File: src/rtl/puf_scan_chain_emulator.sv
`default_nettype none
// ============================================================================
// Module   : puf_scan_chain_emulator
// Purpose  : Device-side PUF scan chain model (challenge in, evaluate, 4x128b
//            response out) driven by host PH1/PH2/Trig sampled in clk domain.
//            Optional LFSR response noise: define PUF_EMU_NOISE_EN.
// Revision : 1.0 - initial release
// ============================================================================
module puf_scan_chain_emulator #(
    parameter logic [127:0] KEY_UP      = 128'h0,
    parameter logic [127:0] KEY_DOWN    = 128'h0,
    parameter int unsigned  EVAL_CYCLES = 4
) (
    input  logic clk,
    input  logic rst,
    input  logic PH1,
    input  logic PH2,
    input  logic CA_SI,
    input  logic CB_SI,
    input  logic Ph_En,
    input  logic OutEn,
    input  logic Trig,
    input  logic SO_Up_In,
    input  logic SO_not_Up_In,
    input  logic SO_Down_In,
    input  logic SO_not_Down_In,
    output logic SO_Up,
    output logic SO_not_Up,
    output logic SO_Down,
    output logic SO_not_Down,
    output logic CAout,
    output logic CBout,
    output logic phase_err
);

    typedef enum logic [1:0] {
        S_IDLE   = 2'd0,
        S_EVAL   = 2'd1,
        S_READY  = 2'd2,
        S_UNLOAD = 2'd3
    } state_t;

    localparam logic [2:0] EVAL_LAST = 3'(EVAL_CYCLES - 1);

    state_t       state_q, state_d;
    logic         ph1_q, ph1_d, ph2_q, ph2_d, trig_q, trig_d;
    logic         phase_err_q, phase_err_d;
    logic         armed_q, armed_d;
    logic [7:0]   bit_cnt_q, bit_cnt_d;
    logic [2:0]   eval_cnt_q, eval_cnt_d;
    logic [127:0] ca_q, ca_d, cb_q, cb_d;
    logic [127:0] up_q, up_d, up_n_q, up_n_d;
    logic [127:0] dn_q, dn_d, dn_n_q, dn_n_d;

    logic         ph1_rise, trig_rise;
    logic [127:0] up_eval, dn_eval, flip_mask;

    assign ph1_rise  = PH1 & ~ph1_q;
    assign trig_rise = Trig & ~trig_q;
    assign up_eval   = ca_q ^ cb_q ^ KEY_UP;
    assign dn_eval   = ca_q ^ {cb_q[0], cb_q[127:1]} ^ KEY_DOWN;

`ifdef PUF_EMU_NOISE_EN
    logic [15:0] lfsr_q, lfsr_d, lfsr_next;
    assign lfsr_next = {lfsr_q[14:0], lfsr_q[15] ^ lfsr_q[13] ^ lfsr_q[12] ^ lfsr_q[10]};
    // Same bit flipped in up and up_n so the pair stays complementary
    assign flip_mask = 128'd1 << lfsr_next[6:0];

    always_ff @(posedge clk or posedge rst) begin
        if (rst) lfsr_q <= 16'hACE1;
        else     lfsr_q <= lfsr_d;
    end
`else
    assign flip_mask = '0;
`endif

    always_comb begin
        state_d     = state_q;
        ph1_d       = PH1;
        ph2_d       = PH2;
        trig_d      = Trig;
        phase_err_d = phase_err_q | (ph1_q & ph2_q);
        armed_d     = armed_q;
        bit_cnt_d   = bit_cnt_q;
        eval_cnt_d  = eval_cnt_q;
        ca_d        = ca_q;
        cb_d        = cb_q;
        up_d        = up_q;
        up_n_d      = up_n_q;
        dn_d        = dn_q;
        dn_n_d      = dn_n_q;
`ifdef PUF_EMU_NOISE_EN
        lfsr_d      = lfsr_q;
`endif
        case (state_q)
            S_IDLE, S_READY: begin
                if (ph1_rise) begin
                    if (!Ph_En) begin
                        bit_cnt_d = 8'd0;
                    end else if (bit_cnt_q < 8'd128) begin
                        ca_d      = {CA_SI, ca_q[127:1]};
                        cb_d      = {CB_SI, cb_q[127:1]};
                        bit_cnt_d = bit_cnt_q + 8'd1;
                    end
                end
                if (trig_rise) begin
                    state_d    = S_EVAL;
                    eval_cnt_d = 3'd0;
                end else if (state_q == S_READY && ph1_rise && OutEn) begin
                    // Arming phase: bit 0 is already on SO, so nothing shifts yet
                    state_d = S_UNLOAD;
                    armed_d = 1'b1;
                end
            end
            S_EVAL: begin
                if (eval_cnt_q == EVAL_LAST) begin
                    up_d    = up_eval ^ flip_mask;
                    up_n_d  = ~(up_eval ^ flip_mask);
                    dn_d    = dn_eval;
                    dn_n_d  = ~dn_eval;
                    state_d = S_READY;
`ifdef PUF_EMU_NOISE_EN
                    lfsr_d  = lfsr_next;
`endif
                end else begin
                    eval_cnt_d = eval_cnt_q + 3'd1;
                end
            end
            S_UNLOAD: begin
                if (ph1_rise) begin
                    if (OutEn && armed_q) begin
                        up_d   = {SO_Up_In, up_q[127:1]};
                        up_n_d = {SO_not_Up_In, up_n_q[127:1]};
                        dn_d   = {SO_Down_In, dn_q[127:1]};
                        dn_n_d = {SO_not_Down_In, dn_n_q[127:1]};
                        ca_d   = {1'b0, ca_q[127:1]};
                        cb_d   = {1'b0, cb_q[127:1]};
                    end else if (!OutEn) begin
                        state_d = S_IDLE;
                        armed_d = 1'b0;
                    end
                end
            end
            default: state_d = S_IDLE;
        endcase
    end

    always_ff @(posedge clk or posedge rst) begin
        if (rst) begin
            state_q     <= S_IDLE;
            ph1_q       <= 1'b0;
            ph2_q       <= 1'b0;
            trig_q      <= 1'b0;
            phase_err_q <= 1'b0;
            armed_q     <= 1'b0;
            bit_cnt_q   <= 8'd0;
            eval_cnt_q  <= 3'd0;
            ca_q        <= '0;
            cb_q        <= '0;
            up_q        <= '0;
            up_n_q      <= '0;
            dn_q        <= '0;
            dn_n_q      <= '0;
        end else begin
            state_q     <= state_d;
            ph1_q       <= ph1_d;
            ph2_q       <= ph2_d;
            trig_q      <= trig_d;
            phase_err_q <= phase_err_d;
            armed_q     <= armed_d;
            bit_cnt_q   <= bit_cnt_d;
            eval_cnt_q  <= eval_cnt_d;
            ca_q        <= ca_d;
            cb_q        <= cb_d;
            up_q        <= up_d;
            up_n_q      <= up_n_d;
            dn_q        <= dn_d;
            dn_n_q      <= dn_n_d;
        end
    end

    assign SO_Up       = up_q[0];
    assign SO_not_Up   = up_n_q[0];
    assign SO_Down     = dn_q[0];
    assign SO_not_Down = dn_n_q[0];
    assign CAout       = ca_q[0];
    assign CBout       = cb_q[0];
    assign phase_err   = phase_err_q;

endmodule
`default_nettype wire

File: config.mk
export PLATFORM = sky130hd
export DESIGN_NAME = puf_scan_chain_emulator
export DESIGN_NICKNAME = d
export VERILOG_FILES = /design/src/rtl/puf_scan_chain_emulator.sv
export SDC_FILE = /design/constraint.sdc
export NUM_CORES = 2
export LEC_CHECK = 0
export ABC_AREA = 1
export BUFFER_PORTS_ARGS = -buffer_cell sky130_fd_sc_hd__buf_4
export CAP_MARGIN = 20
export CORE_MARGIN = 5
export CORE_UTILIZATION = 60
export CTS_BUF_LIST = sky130_fd_sc_hd__clkbuf_4 sky130_fd_sc_hd__clkbuf_8 sky130_fd_sc_hd__clkbuf_16
export DETAILED_ROUTE_END_ITERATION = 8
export GPL_ROUTABILITY_DRIVEN = 0
export PLACE_DENSITY = 0.76
export RECOVER_POWER = 100
export SYNTH_ARGS = -nofsm -noshare
export SYNTH_HDL_FRONTEND = slang
export SYNTH_SLANG_ARGS = --single-unit
File: constraint.sdc
create_clock -name clk -period 59.3 [get_ports clk]
set_input_delay 11.86 -clock clk [delete_from_list [all_inputs] [get_ports clk]]
set_output_delay 11.86 -clock clk [all_outputs]
set_load 0.01 [all_outputs]
## Word-level counts from Yosys, hierarchy flattened

Index checks and enable logic that the tools add are counted.

| word-level totals | value |
|---|---|
| register bits | 786 |
| output and inout port bits | 7 |
| word-level logic and storage cells | 105 |

| cells by class | value |
|---|---|
| add/subtract/negate cells | 2 |
| magnitude comparators | 1 |
| equality and inequality tests | 18 |
| multiplexer cells | 46 |
| bitwise operators | 10 |
| reduce and logical (&&, ||, !) cells | 14 |

Operators with widths:

| operator | count |
|---|---|
| $mux 128 | 22 |
| $pmux 128 s2 | 6 |
| $not 128->128 | 2 |
| $xor 128x128->128 | 2 |
| $ne 2x2->1 const B | 12 |
| $mux 8 | 2 |
| $mux 2 | 6 |
| $reduce_and 6->1 | 2 |
| $add 8x1->8 const B | 1 |
| $lt 8x8->1 const B | 1 |
| $mux 3 | 2 |
| $pmux 2 s3 | 1 |
| $pmux 3 s2 | 1 |
| $reduce_and 3->1 | 2 |
| $reduce_bool 2->1 | 3 |
| $mux 1 | 5 |
| $reduce_and 5->1 | 1 |
| $eq 2x2->1 const B | 2 |
| $reduce_and 4->1 | 1 |
| $add 3x1->3 const B | 1 |
| $and 1x1->1 | 3 |
| $eq 3x2->1 const B | 1 |
| $logic_and 1x1->1 | 3 |
| $ne 3x3->1 const B | 1 |
| 7 further kinds | 8 |

## Depth between registers and ports, before layout

| depth | value |
|---|---|
| depth after elaboration | 7 |
| depth in mapped cells | 11 |

## Worst setup path after synthesis

Ideal clock, no wire load.

| path | value |
|---|---|
| path type | input-to-reg |
| from | input Ph_En |
| to | register ca_q[125] |
| library setup time | 0.130 ns |
| arrival | 12.808 ns |
| path slack | 46.362 ns |
| stages | 6 |
| buffers on the path | 3 |
| cell sequence | clkbuf_1 nand3_2 nand2_1 buf_2 clkbuf_1 o21ai_0 |

| between the ends | value |
|---|---|
| cells in the longest elaborated chain, start to end | 2 |

RTL lines:

| what | line | RTL |
|---|---|---|
| from (decl) | 20 | `input logic Ph_En,` |
| $ne 2x2->1 (no source line) | - |  |
| $reduce_and 6->1 (no source line) | - |  |
| to (signal assigned) | 158 | `ca_q <= '0;` |
| to (signal assigned) | 173 | `ca_q <= ca_d;` |
| to (decl) | 51 | `logic [127:0] ca_q, ca_d, cb_q, cb_d;` |

Every way passes these cells.
A chain may end at the register's enable or synchronous reset.

## Worst setup path after layout

| path | value |
|---|---|
| from | input PH1 |
| to | register dn_n_q[48] |

| between the ends | value |
|---|---|
| cells in the longest elaborated chain, start to end | 3 |

RTL lines:

| what | line | RTL |
|---|---|---|
| from (decl) | 16 | `input logic PH1,` |
| $and 1x1->1 | 58 | `assign ph1_rise = PH1 & ~ph1_q;` |
| $ne 2x2->1 (no source line) | - |  |
| $reduce_and 4->1 (no source line) | - |  |
| to (signal assigned) | 178 | `dn_n_q <= dn_n_d;` |
| to (decl) | 53 | `logic [127:0] dn_q, dn_d, dn_n_q, dn_n_d;` |

Every way passes these cells.

==> results.md <==
* Detailed router's first-iteration violation count at 2,184
* Area inside the core boundary at 59,200 um2
* Largest net degree at the start of global routing at approximately 270
* Post-CTS setup-driven buffer insertion count at 0
* Antenna Diode Count at 0
* Ratio of total power to cell area at 55.4 nW/um2
* Avg WL per Cell at roughly 13 um
* Share of the core filled with cells in the final layout at 0.657
* I/O pin total at 20
* Synthesized area divided by synthesized cell count at 7.96 um2
* Master of the slowest instance on the critical path: sky130_fd_sc_hd__clkbuf_1
* Worst-path clk slew at 60 ps
* Max H-tree Level at 3
* Clock network latency to the later pin of the worst-skew pair at 620 ps
* Initial core utilization at 0.608
* Worst path max stage delay at approximately 6100 ps
* Critical Path Start Type: primary input
* Largest fanout on the critical path at 238
* Most used standard cells in the synthesized netlist: sky130_fd_sc_hd__nand2_1 (1,328), sky130_fd_sc_hd__dfrtp_1 (786), sky130_fd_sc_hd__o21ai_0 (622)
* Residual DRC at 0
* HP Class: flop to flop
* Unique cell type count in the Yosys netlist at 24
* Per-cell via count in the routed design at 5.32
* Count of cells resized by post-cts repair at 0
* Crit path setup slack, layout at 33,410 ps
* Total via count in the routed design at about 28,000
* Family with the most delay on the worst path: buffers and inverters
* Portion of the clock cycle consumed by the worst path in the final layout at 0.437
* Leakage power summed over all cells at 0.0183 uW
* Count of nets after finishing at 4,414
* Dominant cell type by area after synthesis: sky130_fd_sc_hd__dfrtp_1
* Most common cell in the synthesized netlist: sky130_fd_sc_hd__nand2_1
* Drt total wl at 68,100 um
* FILL cells at 5,021
* Critical-path cell list: clkbuf_1 -> nand2_1 -> nor2_1 -> nand2_1 -> nand2_1 -> clkinvlp_2 -> clkbuf_1 -> o21ai_0
* Count of buffers from port buffering at 19
* Required time at the worst-slack endpoint at 59,440 ps
* TritonCTS clock tree: done
* Share of synthesized area occupied by flip-flops and latches at 0.546
* Largest cells by area after synthesis: sky130_fd_sc_hd__dfrtp_1 (55%), sky130_fd_sc_hd__nand2_1 (14%), sky130_fd_sc_hd__o21ai_0 (8.6%), sky130_fd_sc_hd__o21ai_1 (8.5%), sky130_fd_sc_hd__inv_1 (6.0%)
* Yosys synthesis warning count at 0
* CTS buffer count at 83
* Primary flip-flop cell chosen by synthesis mapping: sky130_fd_sc_hd__dfrtp_1
* Post-detailed-placement half-perimeter wirelength at 39,600 um
* Proportion of synthesized flip-flops having asynchronous set or reset at 1.00
* Critical Path AT at 26,040 ps
* Relative area change from synthesis to final layout at 8.00%
* Number of hold buffers added after CTS at 0
* Number of enable flip-flop cells after synthesis at 0
* Worst clock skew at 23.1 ps
* Critical path endpoint category: flop
* Shortest clock period the worst path allows after layout at about 26,000 ps
* Peak supply drop at 0.0472 mV
* Crit-path most repeated cell: sky130_fd_sc_hd__nand2_1
* Least-Margin Pin Slew at 8520 ps
* Chip Height at 255 um
* Result of the run: finished, violations left
* Number of antenna violations at the first check in global routing at 0
* Setup TNS Final at 0 ps
* Synth Instances at 4,525
* Number of register bits inferred by synthesis at between 700 and 800
* First drt pass iteration count at 5
* CTS Buffer Depth at 3
* GRT overflow at 0
* Mapped cell area at 36,000 um2
* Crit path buf inv count at 3
* Floorplan die area at ~65,000 um2
* Setup repair after global routing missed its margin: no
* Max-cap check violation count at 23
* Number of global-route vias before repair at between 20,000 and 30,000
* Max-slew violations at 2,361
* Fraction of final layout cells with drive strength greater than 1 at 0.0394
* Violations in the final reports: capacitance limit, slew limit
* Die X at approximately 260 um
* # setup viols final at 0
* Nets in the synthesized netlist at ~4,500
* Total routing resource utilization after global routing at 0.216
* Core Rows at slightly below 90
* Clock Sink Count at 786
* Max frequency at ~0.039 GHz
* First-pass GRT wire length at ~120,000 um
* Antenna Violating Nets Remaining at 0
* Relative slew slack at -4.68
* Hold Fails Final Rpt at 0
* Pre-CTS setup slack at 44,010 ps
* Area fraction of the dominant cell type after synthesis at 0.546
* Clock root buffer master: sky130_fd_sc_hd__clkbuf_16
* Start-to-end type of the worst setup path: primary input to flop
final timing paths:
path	from	endpoint	slack, ps	cells after the start
worst min-delay path	phase_err$_DFF_PP0_	phase_err$_DFF_PP0_	460	1
worst max register to register	state_q[0]$_DFFE_PP0P_	dn_n_q[48]$_DFFE_PP0P_	43160	7
worst min register to register	phase_err$_DFF_PP0_	phase_err$_DFF_PP0_	460	1
worst max-delay path	PH1	dn_n_q[48]$_DFFE_PP0P_	33410	8
min in group asynchronous	rst	ca_q[83]$_DFFE_PP0P_	13190	2
max in group asynchronous	rst	up_q[5]$_DFFE_PP0P_	36380	5
per-layer routing:
layer	vias up	GRT usage	wire length, um
li1	14200	-	-
met1	13200	0.307	33300
met2	373	0.356	31400
met3	93	0.0322	2150
met4	0	0.0516	1180
met5	-	0	0
cell usage in the layout (no fill, tap or decap), drive strengths merged:
cell type  instances
a21o               1
a21oi              7
buf               13
bufinv             9
clkbuf           150
clkinv            18
clkinvlp           6
dfrtp            786
ha                 3
inv              578
nand2           1330
nand3            314
nand3b             1
nand4              5
nor2              10
nor3               1
o211ai             1
o21ai           1233
or2                1
per-stage QoR:
step	total power, uW	instances	cell area [um2]	hold slack, ps
finish	2160	5240	38900	460
global route	2350	5240	38900	497
CTS	2200	5240	39100	462
detailed placement	1640	5086	36100	450
global placement	1610	5086	36100	434
floorplan	1480	4525	36000	430
state kept, by name (all words and copies together) (netlist names), 3 cells and up:
name / count
ca_q: 128
cb_q: 128
dn_n_q: 128
dn_q: 128
up_n_q: 128
up_q: 128
bit_cnt_q: 8
eval_cnt_q: 3
power breakdown:
group | switching (uW) | internal (uW) | total (uW)
Clock | 214 | 335 | 549
Combinational | 443 | 236 | 680
Sequential | 139 | 788 | 927
layout make-up:
cell class | instances | area, um2 | share of cell area
timing repair buffer | 43 | 230 | 0.00592
sequential | 786 | 19700 | 0.505
clock buffer | 120 | 2510 | 0.0646
multi-input combinational | 2907 | 12900 | 0.332
inverter | 577 | 2170 | 0.0557
tap | 773 | 967 | 0.0249
clock inverter | 34 | 443 | 0.0114
worst reg2reg max path, stage by stage, from the launching register on:
cell                         delay (ps)
sky130_fd_sc_hd__dfrtp_1            460
sky130_fd_sc_hd__nand2_4            470
sky130_fd_sc_hd__inv_2              580
sky130_fd_sc_hd__nand2_1            330
sky130_fd_sc_hd__nand2_1           2080
sky130_fd_sc_hd__clkinvlp_2        4790
sky130_fd_sc_hd__clkbuf_1          6220
sky130_fd_sc_hd__o21ai_0            730
logic make-up after synthesis:
kind of cell | Yosys count | synth area share
buf+inv | 832 | 0.0954
fa+ha+maj | 3 | 0.00104
compound gates | 1242 | 0.173
flops | 786 | 0.546
simple gates | 1662 | 0.185
(Power assumes the default switching activity.)
